## src/rtl/mips_pkg.sv

```systemverilog
// Constants shared by the multicycle HI/LO units (multiplier and divider).
package mips_pkg;

    typedef enum logic [1:0] {
        ST_IDLE,
        ST_RUN,
        ST_FIX
    } mul_state_e;

    localparam int unsigned MUL_ITER  = 32;
    localparam int unsigned MUL_CNT_W = 5;

endpackage

```

## src/rtl/abs32.sv

```systemverilog
// Two's-complement magnitude with sign-out; passes the value through when unsigned.
module abs32 #(
    parameter int unsigned WIDTH = 32
) (
    input  logic [WIDTH-1:0] value,
    input  logic             is_signed,
    output logic [WIDTH-1:0] mag,
    output logic             sign
);

    // The most negative value maps to itself, which is correct read as unsigned.
    always_comb begin
        sign = is_signed & value[WIDTH-1];
        mag  = sign ? (~value + 1'b1) : value;
    end

endmodule

```

## src/rtl/mult_seq.sv

```systemverilog
// Sequential radix-2 shift-add multiplier on magnitudes with a final sign fix-up cycle.
module mult_seq
    import mips_pkg::*;
#(
    parameter int unsigned WIDTH = 32
) (
    input  logic             clock,
    input  logic             reset,
    input  logic [WIDTH-1:0] a,
    input  logic [WIDTH-1:0] b,
    input  logic             is_signed,
    input  logic             start,
    output logic [WIDTH-1:0] hi,
    output logic [WIDTH-1:0] lo,
    output logic             busy,
    output logic             over
);

    mul_state_e             state_q, state_d;
    logic [MUL_CNT_W-1:0]   count_q, count_d;
    logic [WIDTH:0]         acc_q, acc_d;
    logic [WIDTH-1:0]       mq_q, mq_d;
    logic [WIDTH-1:0]       mag_a_q, mag_a_d;
    logic                   neg_q, neg_d;
    logic [WIDTH-1:0]       hi_q, hi_d;
    logic [WIDTH-1:0]       lo_q, lo_d;
    logic                   over_q, over_d;

    logic [WIDTH-1:0]       in_mag_a, in_mag_b;
    logic                   in_sign_a, in_sign_b;
    logic [WIDTH:0]         sum;
    logic [2*WIDTH-1:0]     product;
    logic [2*WIDTH-1:0]     fixed;

    abs32 #(.WIDTH(WIDTH)) u_abs_a (
        .value     (a),
        .is_signed (is_signed),
        .mag       (in_mag_a),
        .sign      (in_sign_a)
    );

    abs32 #(.WIDTH(WIDTH)) u_abs_b (
        .value     (b),
        .is_signed (is_signed),
        .mag       (in_mag_b),
        .sign      (in_sign_b)
    );

    always_comb begin
        state_d = state_q;
        count_d = count_q;
        acc_d   = acc_q;
        mq_d    = mq_q;
        mag_a_d = mag_a_q;
        neg_d   = neg_q;
        hi_d    = hi_q;
        lo_d    = lo_q;
        over_d  = over_q;

        // acc_q[WIDTH] is always zero after a shift, so adding it is harmless.
        sum     = acc_q + {1'b0, (mq_q[0] ? mag_a_q : '0)};
        product = {acc_q[WIDTH-1:0], mq_q};
        fixed   = neg_q ? (~product + 1'b1) : product;

        if (start) begin
            mag_a_d = in_mag_a;
            mq_d    = in_mag_b;
            neg_d   = in_sign_a ^ in_sign_b;
            acc_d   = '0;
            count_d = '0;
            over_d  = 1'b0;
            state_d = ST_RUN;
        end else begin
            unique case (state_q)
                ST_RUN: begin
                    acc_d   = {1'b0, sum[WIDTH:1]};
                    mq_d    = {sum[0], mq_q[WIDTH-1:1]};
                    count_d = count_q + 1'b1;
                    if (count_q == MUL_CNT_W'(MUL_ITER - 1)) begin
                        state_d = ST_FIX;
                    end
                end
                ST_FIX: begin
                    hi_d    = fixed[2*WIDTH-1:WIDTH];
                    lo_d    = fixed[WIDTH-1:0];
                    over_d  = 1'b1;
                    state_d = ST_IDLE;
                end
                default: begin
                end
            endcase
        end
    end

    always_ff @(posedge clock or negedge reset) begin
        if (!reset) begin
            state_q <= ST_IDLE;
            count_q <= '0;
            acc_q   <= '0;
            mq_q    <= '0;
            mag_a_q <= '0;
            neg_q   <= 1'b0;
            hi_q    <= '0;
            lo_q    <= '0;
            over_q  <= 1'b0;
        end else begin
            state_q <= state_d;
            count_q <= count_d;
            acc_q   <= acc_d;
            mq_q    <= mq_d;
            mag_a_q <= mag_a_d;
            neg_q   <= neg_d;
            hi_q    <= hi_d;
            lo_q    <= lo_d;
            over_q  <= over_d;
        end
    end

    assign hi   = hi_q;
    assign lo   = lo_q;
    assign busy = (state_q != ST_IDLE);
    assign over = over_q;

endmodule

```

## config.mk

```make
export PLATFORM = sky130hd
export DESIGN_NAME = mult_seq
export DESIGN_NICKNAME = d
export VERILOG_FILES = /design/src/rtl/mips_pkg.sv /design/src/rtl/abs32.sv /design/src/rtl/mult_seq.sv
export SDC_FILE = /design/constraint.sdc
export NUM_CORES = 1
export LEC_CHECK = 0
export CAP_MARGIN = 15
export CORE_ASPECT_RATIO = 1.2
export CORE_UTILIZATION = 45
export CTS_CLUSTER_DIAMETER = 50
export CTS_CLUSTER_SIZE = 20
export DETAILED_ROUTE_END_ITERATION = 8
export HOLD_SLACK_MARGIN = 0.06
export PLACE_DENSITY = 0.7
export SLEW_MARGIN = 30
export SYNTH_ARGS = -nofsm -noshare
export SYNTH_HDL_FRONTEND = slang
export SYNTH_HIERARCHICAL = 1
export SYNTH_SLANG_ARGS = --single-unit
```

## constraint.sdc

```tcl
create_clock -name clock -period 4.21 [get_ports clock]
set_input_delay 0.6315 -clock clock [delete_from_list [all_inputs] [get_ports clock]]
set_output_delay 0.6315 -clock clock [all_outputs]
set_load 0.05 [all_outputs]
```

==> metrics.md, run 1 <==
| Metric | Value |
|---|---|
| Final slew viol count | 0 |
| Internal power | 3.433 mW |
| Peak supply drop | 250.4 µV |
| Yosys top cell area share | 0.3736 |
| Detail Route Antenna Nets | 0 |
| Crit path arrival time | 3.78 ns |
| Port bufs | 133 |
| FMAX | 286.4 MHz |
| Dpl cells | 1701 |
| Initial antenna violation count | 0 |
| Post-layout util | 0.5514 |
| Most common cell in the netlist | dfrtp_1 |
| Cell area power density | 377.2 nW/µm² |
| TritonCTS clock tree | built |
| Final hold vios | 0 |
| Main synth FF type | dfrtp_1 |
| Htree depth | 4 |
| Total inserted antenna cells | 0 |
| Final Cycle Share | 0.8294 |
| Clock Latency Late Sink | 0.44 ns |
| CP Cell Sequence | buf_4, inv_1, ha_1, or3b_2, or4_1, o31a_1, o41ai_1, o21ai_0, xnor2_1, o21ai_0 |
| Clk slew on worst S/H paths | 0.07 ns |
| Global-route wire length before repair | 48460 µm |
| Cell variety after synth | 65 |
| Most instantiated cells after synthesis | dfrtp_1, nand2_1, o21ai_0 |
| Seq pwr share | 0.393 |
| Worst hold slack | 0.1751 ns |
| Final setup violation count | 0 |
| Total global-route track usage | 0.2338 |
| Drt first pass iters | 6 |
| Number of nets in the layout | 1502 |
| 1st-iter DRT viols | 559 |
| Crit-path leading delay family | compound AO/OA/AOI/OAI gates |
| CP startpoint kind | flip-flop |
| Crit end category | flip-flop |
| Num rows | 63 |
| Clock sink total | 169 |
| Post_cts resized | 0 |
| Vias in the first global route | 9337 |
| Sum of negative setup slack | 0 ns |
| Slowest CP cell | o41ai_1 |
| Die height | 175.7 µm |
| Post-synth design cell area | 11320 µm² |
| Initial core utilization | 0.4587 |
| Clock Skew | 0.01130 ns |
| Dpl hpwl | 21930 µm |
| Seq/Total Area, Yosys | 0.3736 |
| Wirelength per Cell | 16.76 µm |
| Worst path depth | 10 |
| Fin crit period | 3.492 ns |
| WP data required | 4.50 ns |
| Vias per Instance | 5.644 |
| Area Growth Syn to Fin | 20.20% |
| Standby leakage power | 5.776 nW |
| Worst R2R End | hi[20] |
| Die width | 146.8 µm |
| Seq cells post-synth | 169 |
| RSZ-0062 raised after global routing | false |
| Clock Path Buffers | 2 |
| Number of setup buffers added after CTS | 0 |
| Largest net degree at the start of global routing | 170 |
| Top post-synthesis cells by area | dfrtp_1, xor2_1, o21ai_0 |
| CP Capture Point | hi[20] |
| Slew HR | 0.4884 |
| Worst path bufs/invs | 2 |
| Core region area | 24670 µm² |
| RePlAce Congestion | 0.8977 |
| IO Pins | 134 |
| Slowest stage delay, CP | 0.56 ns |
| Net Sw Frac | 0.3309 |
| Most frequent CP cell | o21ai_0 |
| Total die area | 25790 µm² |
| Hold-fix buffer count after cts | 0 |
| EDFF count, synth | 0 |
| Syn_area_per_cell | 8.706 µm² |
| Vias | 9787 |
| Comb pwr share | 0.259 |
| Worst setup path category | flip-flop to flip-flop |
| Worst-margin pin slew | 0.7673 ns |
| Ys Warns | 6 |
| Cell taking the most area after synthesis | dfrtp_1 |
| M2 GR Usage | 0.3598 |
| GR peak layer | met2 |
| Post-synth ARST share | 1.000 |
| Met3 Usage GRT | 0.03273 |
| HP Class | primary input to asynchronous set/reset pin |
| Net Switching | 1.698 mW |
| Congestion Overflow GR | 0 |
| Status | complete, no violations |
| R2R Path Start | mq_q[0] |
| Non-filler cells, final | 1734 |
| Clock Power Share | 0.349 |
| Post-place setup slack | 0.6852 ns |
| Final setup margin | 0.7181 ns |
| CP Max Fanout | 35 |
| DRC | 0 |
| Number of max-cap violations | 0 |
| Clock root buffer | clkbuf_16 |
| R2R depth | 10 |
| R2R setup slack | 0.72 ns |
| Synthesized instance count | 1300 |
| Syn nets | 1406 |
| Worst Setup SP | mq_q[0] |
| Num CTS Buffers | 17 |
| Met1 Use GR | 0.3404 |
| Routed Wire Length | 29070 µm |
| Share of layout cells above drive strength 1 | 0.07949 |
power by group through the flow:
stage               Clock, mW  Sequential (mW)  Combinational, mW
global placement            0             2.03               1.29
floorplan                   0             1.94              0.939
global route             1.88             2.04               1.48
CTS                      1.82             2.01               1.32
detailed placement          0             2.04               1.31
finish                   1.79             2.02               1.33
kinds of logic after synthesis:
group           after synthesis  synth area share
flops                       169            0.3736
buf+inv                     102           0.03493
simple gates                447            0.2024
compound gates              341            0.1786
xor+xnor                    139            0.1076
fa+ha+maj                    38           0.04267
mux                          64           0.06014
through the flow:
| step | total power, mW | cell area (µm²) |
|---|---|---|
| floorplan | 2.882 | 11320 |
| global placement | 3.324 | 12900 |
| detailed placement | 3.347 | 12900 |
| CTS | 5.144 | 13570 |
| global route | 5.402 | 13600 |
| finish | 5.131 | 13600 |
worst reg2reg max path, cell delays in order (launching register included):
cell and delay, ns:
dfrtp_1 0.36, buf_4 0.22, inv_1 0.12, ha_1 0.17, or3b_2 0.47, or4_1 0.52, o31a_1 0.41, o41ai_1 0.56
o21ai_0 0.24, xnor2_1 0.20, o21ai_0 0.09
state kept, by name (all words and copies together), names as in the netlist:
| name | flops |
|---|---|
| count_q | 5 |
| mag_a_q | 32 |
| neg_q | 1 |
| over | 1 |
| mq_q | 32 |
| state_q | 2 |
| hi | 32 |
| lo | 32 |
| acc_q | 32 |
worst min path at each step:
stage / from / to / cells after the start
2_1_floorplan: reset / acc_q[0] / 0
3_3_place_gp: hi[2] / hi[2] / 2
3_5_place_dp: lo[15] / lo[15] / 2
4_1_cts: reset / mq_q[17] / 2
5_1_grt: reset / mq_q[17] / 2
6_report: reset / mq_q[17] / 2
per-layer routing:
layer,vias up,routed length (µm)
met5,-,0
met4,0,499
met3,36,1510
met2,253,13000
met1,4659,14060
li1,4839,-
cell type report:
class,instances,area (µm²)
multi-input cells,1029,6709
well taps,325,406.6
clock inverters,14,232.7
flip-flops and latches,169,4229
clock buffers,18,439.2
fillers,2283,11070
repair buffers,146,1464
inverters,33,123.9
cells in the final DEF, fill, tap and decap left out, types with 25 or more instances in the layout:
cell	synthesis	layout
a21oi_1	80	80
and2_1	35	35
clkdlybuf4s50_1	0	131
dfrtp_1	169	169
ha_1	37	37
inv_1	31	31
mux2_2	32	32
mux2i_1	32	32
nand2_1	168	168
nor2_1	68	68
nor3_1	28	28
o21ai_0	145	145
o31ai_1	25	25
xnor2_1	39	39
xor2_1	100	100
No activity file was read; power rests on OpenSTA's default activity.
==> run 2: changes to the inputs <==
PLACE_DENSITY = 0.73   (was 0.7)
clock period = 2.9 ns   (was 4.21 ns; I/O delays follow)
==> run 2 against run 1 <==
  * Clock power is 28% higher
  * First-iteration DRC count is 9.5% higher
  * Critical endpoint is now hi[27]
  * Utilization is 3.7 points higher
  * Sequential power is 40% higher
  * Global-route usage is 1.1 points higher
  * Non-clock buffer count is 101 higher
  * Register-to-register slack worse by 0.77 ns
  * Largest cell class unchanged
  * The flow now finishes with violations (negative setup slack)
  * Final cell count is 5.8% higher
==> metrics.md, run 2 (synthesized netlist as in run 1, its figures left out) <==
| Metric | Value |
|---|---|
| Crit end category | flip-flop (unchanged) |
| Largest net degree at the start of global routing | 119 (was 170) |
| FMAX | 338.8 MHz (was 286.4 MHz) |
| Clock Latency Late Sink | 0.44 ns (about the same) |
| Area Growth Syn to Fin | 28.30% (was 20.20%) |
| Vias | 10330 (was 9787) |
| TritonCTS clock tree | built (unchanged) |
| Number of max-cap violations | 0 (unchanged) |
| CP startpoint kind | flip-flop (unchanged) |
| WP data required | 3.22 ns (was 4.50 ns) |
| IO Pins | 134 (unchanged) |
| Core region area | 24670 µm² (unchanged) |
| Standby leakage power | 6.285 nW (was 5.776 nW) |
| Worst setup path category | flip-flop to flip-flop (unchanged) |
| Clock sink total | 169 (unchanged) |
| Worst-margin pin slew | 0.6741 ns (was 0.7673 ns) |
| Final hold vios | 0 (unchanged) |
| Share of layout cells above drive strength 1 | 0.1682 (was 0.07949) |
| HP Class | primary input to flip-flop (was primary input to asynchronous set/reset pin) |
| Clock root buffer | clkbuf_16 (unchanged) |
| Final slew viol count | 0 (unchanged) |
| Final setup margin | -0.05134 ns (was 0.7181 ns) |
| Violated checks | negative setup slack |
| Dpl cells | 1798 (was 1701) |
| Fin crit period | 2.951 ns (was 3.492 ns) |
| Sum of negative setup slack | -0.1460 ns (was 0 ns) |
| Non-filler cells, final | 1835 (was 1734) |
| Num CTS Buffers | 17 (unchanged) |
| Detail Route Antenna Nets | 0 (unchanged) |
| Htree depth | 4 (unchanged) |
| Die width | 146.8 µm (unchanged) |
| CP Max Fanout | 4 (was 35) |
| Status | finished with violations (was complete, no violations) |
| RSZ-0062 raised after global routing | true (was false) |
| Design area | 14520 µm² (was 13600 µm²) |
| Placed inst area | 13700 µm² (was 12900 µm²) |
| Slew HR | 0.5489 (was 0.4884) |
| 1st-iter DRT viols | 612 (was 559) |
| Drt first pass iters | 6 (unchanged) |
| Cell area power density | 518.9 nW/µm² (was 377.2 nW/µm²) |
| Crit path arrival time | 3.27 ns (was 3.78 ns) |
| Commonest cells after routing, fill and taps aside | dfrtp_1, nand2_1, o21ai_0 (unchanged) |
| Initial antenna violation count | 0 (unchanged) |
| Final Cycle Share | 1.018 (was 0.8294) |
| Clock Skew | 0.009252 ns (was 0.01130 ns) |
| Port bufs | 133 (unchanged) |
| Num rows | 63 (unchanged) |
| Routed Wire Length | 30970 µm (was 29070 µm) |
| RePlAce Congestion | 0.9866 (was 0.8977) |
| DRC | 0 (unchanged) |
| Commonest non-fill, non-tap cell in the layout | dfrtp_1 (unchanged) |
| Dpl hpwl | 24110 µm (was 21930 µm) |
| Final setup violation count | 8 (was 0) |
| Post-layout util | 0.5886 (was 0.5514) |
| Vias per Instance | 5.628 (was 5.644) |
| Clk slew on worst S/H paths | 0.07 ns (about the same) |
| Wirelength per Cell | 16.88 µm (was 16.76 µm) |
| Number of nets in the layout | 1603 (was 1502) |
| Total global-route track usage | 0.2450 (was 0.2338) |
| Total inserted antenna cells | 0 (unchanged) |
| Total die area | 25790 µm² (unchanged) |
| Congestion Overflow GR | 0 (unchanged) |
| Peak supply drop | 346.2 µV (was 250.4 µV) |
| Global-route wire length before repair | 49930 µm (was 48460 µm) |
| Die height | 175.7 µm (unchanged) |
| Pwr Total | 7.535 mW (was 5.131 mW) |
| Clock Path Buffers | 2 (unchanged) |
| Vias in the first global route | 9752 (was 9337) |
| Initial core utilization | 0.4587 (unchanged) |
## run 2: path summary, 6_finish.rpt
kind,startpoint,endpoint,slack (ns),depth (start not counted)
hold / removal,start,acc_q[12],0.28,2
hold reg to reg,lo[24],lo[24],0.48,2
setup reg to reg,mq_q[0],hi[27],-0.05,7
max in group asynchronous,reset,mq_q[13],1.66,3
setup / recovery,mq_q[0],hi[27],-0.05,7
min in group asynchronous,reset,hi[29],0.52,2
## run 2: where the power goes
part           internal (mW)  leakage, nW  total, mW  switching, mW
Sequential              2.58         2.20       2.82          0.242
Clock                   1.31        0.282       2.30          0.994
Combinational           1.08         3.80       2.41           1.33
## run 2: worst max-delay path: stages, from the launching register on
cell and delay [ns]:
dfrtp_1 0.40, or4_4 0.53, or4_4 0.42, or4_4 0.47
or4_4 0.49, o41ai_4 0.27, xor2_1 0.18, o21ai_1 0.07
## run 2: per-layer routing
metal  up-vias  global-route usage  routed length, µm
li1       5042                   -                  -
met1      4881              0.3261              13830
met2       344              0.3924              14320
met3        60             0.05091               2002
met4         0             0.08811                819
met5         -                   0                  0
## run 2: final cells by class
cell class / instances / area, µm²
clock inverter: 14 / 158.9
timing repair buffer: 247 / 2251
clock buffer: 18 / 439.2
fill: 2132 / 10150
tap: 325 / 406.6
multi-input combinational: 1029 / 6913
sequential: 169 / 4229
inverter: 33 / 123.9
## run 2: repair_timing
item | in CTS | in global routing
resized for setup | 8 | 41
pin swaps | 1 | 9
hold buffers | 1 | 0
setup endpoints to repair | 18 | 45
endpoints found under the hold margin | 50 | 0
setup buffers | 1 | 3
## run 2: stage by stage
step           setup WS (ns)  hold slack, ns
6_report            -0.05134          0.2765
2_1_floorplan       -0.07264          0.1394
5_1_grt              -0.1391          0.2767
4_1_cts             -0.05180          0.2591
3_3_place_gp        -0.06931          0.4183
3_5_place_dp         -0.1070          0.4306
==> run 3: changes to the inputs <==
SLEW_MARGIN = 10   (was 30)
==> results of run 3 <==
Final layout, timing and power as in run 2 (identical DEF).
